--- src/rtl/pic_read_write.sv ---
// Read/write control and command-register block of an 8259A-style interrupt
// controller. CPU bus writes are edge-detected on the active-low strobes and
// steered into ICW1..ICW4 / OCW1..OCW3 by an initialization sequencer, so the
// same A0 address lands in different registers depending on sequence position.
module pic_read_write (
  input  logic       clk,
  input  logic       rst_n,
  input  logic [7:0] Data_in,
  input  logic       WR,
  input  logic       CS,
  input  logic       RD,
  input  logic       A0,
  output logic [7:0] ICW1,
  output logic [7:0] ICW2,
  output logic [7:0] ICW3,
  output logic [7:0] ICW4,
  output logic [7:0] OCW1,
  output logic [7:0] OCW2,
  output logic [7:0] OCW3
);

  typedef enum logic [2:0] {
    UNINIT    = 3'd0,
    WAIT_ICW2 = 3'd1,
    WAIT_ICW3 = 3'd2,
    WAIT_ICW4 = 3'd3,
    READY     = 3'd4
  } state_t;

  state_t     state_q;
  state_t     state_d;

  logic       wr_act;
  logic       wr_act_q;
  logic       armed_q;
  logic       commit;
  logic       is_icw1;

  logic [7:0] icw1_d;
  logic [7:0] icw2_d;
  logic [7:0] icw3_d;
  logic [7:0] icw4_d;
  logic [7:0] ocw1_d;
  logic [7:0] ocw2_d;
  logic [7:0] ocw3_d;

  // A bus write is active only while selected, strobed, and not also reading.
  assign wr_act  = !CS && !WR && RD;

  // One commit per strobe: fire on the first edge the write is seen active.
  // armed_q blocks a strobe that was already low when reset released, so a
  // fresh falling pulse is needed before anything can commit.
  assign commit  = wr_act && !wr_act_q && armed_q;

  // ICW1 is recognised by address and data pattern in every state.
  assign is_icw1 = !A0 && Data_in[4];

  // Strobe history for the edge detector and the post-reset arming flag.
  always_ff @(posedge clk or negedge rst_n) begin
    if (!rst_n) begin
      // NOTE: sequential state uses non-blocking assignments so every flop
      // samples the pre-edge value of every other flop, independent of order.
      wr_act_q <= 1'b0;
      armed_q  <= 1'b0;
    end else begin
      wr_act_q <= wr_act;
      if (!wr_act) begin
        armed_q <= 1'b1;
      end
    end
  end

  // Next-state and register-update decode for a committed write.
  always_comb begin
    // NOTE: every signal is given a hold value first, so paths that do not
    // assign it keep the register contents instead of inferring a latch.
    state_d = state_q;
    icw1_d  = ICW1;
    icw2_d  = ICW2;
    icw3_d  = ICW3;
    icw4_d  = ICW4;
    ocw1_d  = OCW1;
    ocw2_d  = OCW2;
    ocw3_d  = OCW3;

    if (commit) begin
      if (is_icw1) begin
        // ICW1 restarts initialization from any state.
        icw1_d  = Data_in;
        ocw1_d  = 8'h00;
        if (!Data_in[0]) begin
          icw4_d = 8'h00;
        end
        state_d = WAIT_ICW2;
      end else begin
        unique case (state_q)
          WAIT_ICW2: begin
            if (A0) begin
              icw2_d = Data_in;
              if (!ICW1[1]) begin
                state_d = WAIT_ICW3;
              end else if (ICW1[0]) begin
                state_d = WAIT_ICW4;
              end else begin
                state_d = READY;
              end
            end
          end
          WAIT_ICW3: begin
            if (A0) begin
              icw3_d  = Data_in;
              state_d = ICW1[0] ? WAIT_ICW4 : READY;
            end
          end
          WAIT_ICW4: begin
            if (A0) begin
              icw4_d  = Data_in;
              state_d = READY;
            end
          end
          READY: begin
            if (A0) begin
              ocw1_d = Data_in;
            end else if (!Data_in[3]) begin
              ocw2_d = Data_in;
            end else begin
              ocw3_d = Data_in;
            end
          end
          default: begin
            // UNINIT: only ICW1 is honoured, handled above.
          end
        endcase
      end
    end
  end

  // State and command-word registers.
  always_ff @(posedge clk or negedge rst_n) begin
    if (!rst_n) begin
      state_q <= UNINIT;
      ICW1    <= 8'h00;
      ICW2    <= 8'h00;
      ICW3    <= 8'h00;
      ICW4    <= 8'h00;
      OCW1    <= 8'h00;
      OCW2    <= 8'h00;
      OCW3    <= 8'h00;
    end else begin
      state_q <= state_d;
      ICW1    <= icw1_d;
      ICW2    <= icw2_d;
      ICW3    <= icw3_d;
      ICW4    <= icw4_d;
      OCW1    <= ocw1_d;
      OCW2    <= ocw2_d;
      OCW3    <= ocw3_d;
    end
  end

endmodule

--- config.mk ---
export PLATFORM = sky130hd
export DESIGN_NAME = pic_read_write
export DESIGN_NICKNAME = d
export VERILOG_FILES = /design/src/rtl/pic_read_write.sv
export SDC_FILE = /design/constraint.sdc
export NUM_CORES = 1
export LEC_CHECK = 0
export BUFFER_PORTS_ARGS = -buffer_cell sky130_fd_sc_hd__buf_2
export CORE_MARGIN = 2
export CORE_UTILIZATION = 50
export DETAILED_ROUTE_END_ITERATION = 16
export PLACE_DENSITY_LB_ADDON = 0.3
export SETUP_SLACK_MARGIN = 0.3
export SLEW_MARGIN = 5
export SYNTH_ARGS = -nofsm -noshare
export SYNTH_HDL_FRONTEND = slang
export SYNTH_SLANG_ARGS = --single-unit
--- constraint.sdc ---
create_clock -name clk -period 3.35 [get_ports clk]
set_clock_uncertainty 0.05 [all_clocks]
set_input_delay 0.67 -clock clk [delete_from_list [all_inputs] [get_ports clk]]
set_output_delay 0.67 -clock clk [all_outputs]
set_load 0.05 [all_outputs]
==> impl_results.html <==
<table>
<tr><th>Metric</th><th>Value</th></tr>
<tr><th colspan="2">Outcome</th></tr>
<tr><td>Run status</td><td>finished, final reports clean</td></tr>
<tr><th colspan="2">Synth</th></tr>
<tr><td>Adder-cell share of the synthesized area</td><td>0%</td></tr>
<tr><td>Synthesized area</td><td>2490 um2</td></tr>
<tr><td>Proportion of netlist area held by the largest area contributor</td><td>60.4%</td></tr>
<tr><td>Library cells used by synthesis</td><td>41</td></tr>
<tr><td>Synthesized-area fraction occupied by xor and xnor cells</td><td>0%</td></tr>
<tr><td>Commonest register cell after synthesis</td><td>sky130_fd_sc_hd__dfrtp_1</td></tr>
<tr><td>Most common cell in the netlist</td><td>sky130_fd_sc_hd__dfrtp_1</td></tr>
<tr><td>Sequential area share after synthesis</td><td>60.4%</td></tr>
<tr><td>Most used standard cells in the synthesized netlist</td><td>sky130_fd_sc_hd__dfrtp_1, sky130_fd_sc_hd__mux2_2, sky130_fd_sc_hd__a32o_1, sky130_fd_sc_hd__nor2_1</td></tr>
<tr><td>Combinational family with the most area after synthesis</td><td>multiplexers</td></tr>
<tr><td>Synthesis-stage register bit count</td><td>60</td></tr>
<tr><td>Post-Syn Area per Cell</td><td>14.2 um2</td></tr>
<tr><td>Number of nets in the synthesized netlist</td><td>189</td></tr>
<tr><td>Synth async-reset ratio</td><td>100%</td></tr>
<tr><td>Number of cells produced by synthesis</td><td>175</td></tr>
<tr><td>Multiplexer area fraction after synthesis</td><td>17.2%</td></tr>
<tr><td>Warnings, synthesis</td><td>0</td></tr>
<tr><td>Basic-gate share of the synthesized area counting and, or, nand and nor cells</td><td>9.76%</td></tr>
<tr><td>EDFF count, synth</td><td>0</td></tr>
<tr><td>Synthesized-area fraction occupied by ao, oa, aoi and oai cells</td><td>9.66%</td></tr>
<tr><td>Post-synthesis cell type with the largest combined area</td><td>sky130_fd_sc_hd__dfrtp_1</td></tr>
<tr><td>Top area cells in the synthesized netlist</td><td>sky130_fd_sc_hd__dfrtp_1, sky130_fd_sc_hd__mux2_2, sky130_fd_sc_hd__mux2_4, sky130_fd_sc_hd__a32o_1, sky130_fd_sc_hd__a22o_1</td></tr>
<tr><th colspan="2">Detailed routing</th></tr>
<tr><td>Number of iterations in the first detailed-routing pass</td><td>4</td></tr>
<tr><td>Count of antenna-violating nets left after detailed routing</td><td>0</td></tr>
<tr><td>Total wirelength of the detailed-routed design</td><td>5040 um</td></tr>
<tr><td>Number of remaining DRC errors</td><td>0</td></tr>
<tr><td>Routed len/inst</td><td>15.8 um</td></tr>
<tr><td>Vias per cell</td><td>5.35</td></tr>
<tr><td>Count of routing violations after the opening detailed-route iteration</td><td>85</td></tr>
<tr><td>Total via count in the routed design</td><td>1701</td></tr>
<tr><th colspan="2">Clocking</th></tr>
<tr><td>Post-cts repair resize count</td><td>0</td></tr>
<tr><td>Clk slew on worst S/H paths</td><td>0.07 ns</td></tr>
<tr><td>Cts bufs inserted</td><td>9</td></tr>
<tr><td>Clk_lat worst skew</td><td>0.33 ns</td></tr>
<tr><td>Number of buffers on the longest clock path</td><td>2</td></tr>
<tr><td>Buffers inserted by post-CTS timing repair</td><td>0</td></tr>
<tr><td>Clock net sink count</td><td>60</td></tr>
<tr><td>Htree depth</td><td>3</td></tr>
<tr><td>Clock tree from TritonCTS</td><td>yes</td></tr>
<tr><td>CTS root buffer</td><td>sky130_fd_sc_hd__clkbuf_8</td></tr>
<tr><td>Hold-fix buffers at CTS</td><td>0</td></tr>
<tr><th colspan="2">Worst setup path</th></tr>
<tr><td>WS Path Type</td><td>primary input to flop</td></tr>
<tr><td>Worst-path maximum fanout</td><td>8</td></tr>
<tr><td>Worst r2r src</td><td>state_q[1]</td></tr>
<tr><td>Arrival @ worst endpoint</td><td>2.28 ns</td></tr>
<tr><td>Worst setup EP type</td><td>flop</td></tr>
<tr><td>R2R depth</td><td>4</td></tr>
<tr><td>Worst setup SP type</td><td>primary input</td></tr>
<tr><td>Reg-to-reg critical path endpoint</td><td>OCW2[0]</td></tr>
<tr><td>Required time at the endpoint of the critical path</td><td>3.52 ns</td></tr>
<tr><td>Register-to-register setup slack</td><td>1.33 ns</td></tr>
<tr><th colspan="2">Die</th></tr>
<tr><td>Area of the placeable core</td><td>4750 um2</td></tr>
<tr><td>Die extent in x</td><td>74.5 um</td></tr>
<tr><td>Number of placed I/O pins</td><td>70</td></tr>
<tr><td>Area enclosed by the die boundary</td><td>5550 um2</td></tr>
<tr><td>Vertical die dimension</td><td>74.5 um</td></tr>
<tr><td>Starting utilization of the core area</td><td>52.3%</td></tr>
<tr><td>Number of rows created at floorplan</td><td>25</td></tr>
<tr><th colspan="2">Timing</th></tr>
<tr><td>Slew Limit Headroom</td><td>50.9%</td></tr>
<tr><td>Post-route minimum period</td><td>2.11 ns</td></tr>
<tr><td>Worst hold slack</td><td>0.419 ns</td></tr>
<tr><td>Setup TNS after final layout</td><td>0 ns</td></tr>
<tr><td>Worst-Margin Slew</td><td>0.736 ns</td></tr>
<tr><td>Final worst-path cycle share</td><td>63.1%</td></tr>
<tr><td>Maximum achievable frequency</td><td>473 MHz</td></tr>
<tr><td>Setup-failing EPs final</td><td>0</td></tr>
<tr><td>Setup repair after global routing missed its margin</td><td>false</td></tr>
<tr><td>Number of hold violations in the final report</td><td>0</td></tr>
<tr><td>Count of final max-slew check failures</td><td>0</td></tr>
<tr><th colspan="2">Placed design</th></tr>
<tr><td>GPL Wtd Cong</td><td>0.821</td></tr>
<tr><td>Detailed Place HPWL</td><td>3520 um</td></tr>
<tr><td>Cell count after placement</td><td>302</td></tr>
<tr><td>Buffers on Ports</td><td>68</td></tr>
<tr><td>Post-Place Cell Area</td><td>2870 um2</td></tr>
<tr><th colspan="2">Power and ir drop</th></tr>
<tr><td>Static leakage</td><td>0.00162 uW</td></tr>
<tr><td>Total power</td><td>2710 uW</td></tr>
<tr><td>Largest vdd supply drop</td><td>0.630 mV</td></tr>
<tr><td>Cell area power density</td><td>879 nW/um2</td></tr>
<tr><th colspan="2">Final layout</th></tr>
<tr><td>Final design area excluding fillers</td><td>3090 um2</td></tr>
<tr><td>Share of final-layout standard cells stronger than drive strength 1</td><td>51.0%</td></tr>
<tr><td>Net count reported at finish</td><td>260</td></tr>
<tr><td>Final std cells w/o fill</td><td>318</td></tr>
<tr><td>Syn-to-layout area delta</td><td>24.3%</td></tr>
<tr><td>Count of antenna diodes in the layout</td><td>0</td></tr>
<tr><th colspan="2">GRT</th></tr>
<tr><td>Busiest metal layer after global routing</td><td>met2</td></tr>
<tr><td>Total track usage</td><td>19.4%</td></tr>
<tr><td>Wire length of the first global-routing pass</td><td>7780 um</td></tr>
<tr><td>Met3 usage in global routing</td><td>4.74%</td></tr>
<tr><td>GRT Residual Overflow</td><td>0</td></tr>
<tr><td>Number of antenna violations at the first check in global routing</td><td>0</td></tr>
<tr><td>Largest net degree at the start of global routing</td><td>61</td></tr>
<tr><td>Met1 track utilization from global routing</td><td>27.2%</td></tr>
<tr><td>Via count of the first global-routing pass</td><td>1569</td></tr>
<tr><td>Met2 track demand over resource</td><td>27.7%</td></tr>
<tr><th colspan="2">Hold path</th></tr>
<tr><td>Hold WC Path Type</td><td>primary input to asynchronous set/reset pin</td></tr>
<tr><th colspan="2">Flow run</th></tr>
<tr><td>Max-cap violations</td><td>0</td></tr>
</table>
[critical path, stage by stage]
cell                       delay, ns
sky130_fd_sc_hd__buf_2          0.09
sky130_fd_sc_hd__or3b_1         0.48
sky130_fd_sc_hd__nor2_2         0.33
sky130_fd_sc_hd__nand4b_2       0.33
sky130_fd_sc_hd__mux2_2         0.37
[area by class of cell]
cell class                      count  area (um2)
Timing Repair Buffer               70         355
Sequential cell                    60        1500
Fill cell                         402        1670
Clock inverter                      6        86.3
Clock buffer                       10         138
Tap cell                           67        83.8
Multi-Input combinational cell    102         913
Inverter                            3        11.3
[per-layer routing]
layer  wire, um  up-vias
met5          0        -
met4         36        0
met3        327        4
met2       2390       68
met1       2280      849
li1           -      780
[metrics by stage]
stage               utilization [%]  setup WS [ns]
CTS                            65.0           1.25
finish                         65.0           1.24
global route                   65.0           1.15
floorplan                         -           1.02
detailed placement             60.3          0.883
global placement               60.3          0.898
[state kept, by name, indices dropped and copies added (netlist names), 3 cells and up]
| name | count |
|---|---|
| ICW1 | 8 |
| ICW2 | 8 |
| ICW3 | 8 |
| ICW4 | 8 |
| OCW1 | 8 |
| OCW3 | 8 |
| OCW2 | 7 |
| state_q | 3 |
[report_power, final]
| part | switching [uW] | leakage (uW) | internal (uW) | total (uW) |
|---|---|---|---|---|
| clock | 282 | 0.000113 | 439 | 721 |
| combinational | 723 | 0.000721 | 265 | 988 |
| sequential | 115 | 0.000787 | 891 | 1010 |
[cell usage in the layout (no fill, tap or decap), types with 2 or more instances in the layout]
cell type                   count
sky130_fd_sc_hd__nand2_1        4
sky130_fd_sc_hd__a31oi_1        2
sky130_fd_sc_hd__clkinv_2       2
sky130_fd_sc_hd__a32o_1         7
sky130_fd_sc_hd__mux2_2        29
sky130_fd_sc_hd__dfrtp_1       60
sky130_fd_sc_hd__nand2b_1       4
sky130_fd_sc_hd__nor2_1         7
sky130_fd_sc_hd__a22o_1         6
sky130_fd_sc_hd__clkbuf_8      10
sky130_fd_sc_hd__nor3_1         2
sky130_fd_sc_hd__o21a_1         2
sky130_fd_sc_hd__nand4b_2       2
sky130_fd_sc_hd__nor3_4         2
sky130_fd_sc_hd__buf_2         68
sky130_fd_sc_hd__mux2_4         6
sky130_fd_sc_hd__inv_1          3
sky130_fd_sc_hd__nor2b_1        4
sky130_fd_sc_hd__o31ai_1        3
sky130_fd_sc_hd__o21ai_0        3
sky130_fd_sc_hd__buf_4          2
sky130_fd_sc_hd__bufinv_16      2
[kinds of logic (layout without fill, tap and decap cells)]
logic type      after synthesis  count (layout)
flops                        60              60
buf+inv                      13              89
compound gates               30              30
other cells                   1               1
mux                          36              36
simple gates                 35              35
[worst max path at each step]
| stage | startpoint | end | cells past startpoint |
|---|---|---|---|
| floorplan | WR | OCW2[0] | 6 |
| global route | WR | ICW2[4] | 5 |
| finish | WR | ICW3[3] | 5 |
| global placement | WR | ICW2[2] | 5 |
| CTS | WR | ICW2[4] | 5 |
| detailed placement | WR | ICW3[3] | 5 |
Note: power is estimated with default switching activity, not from simulation.
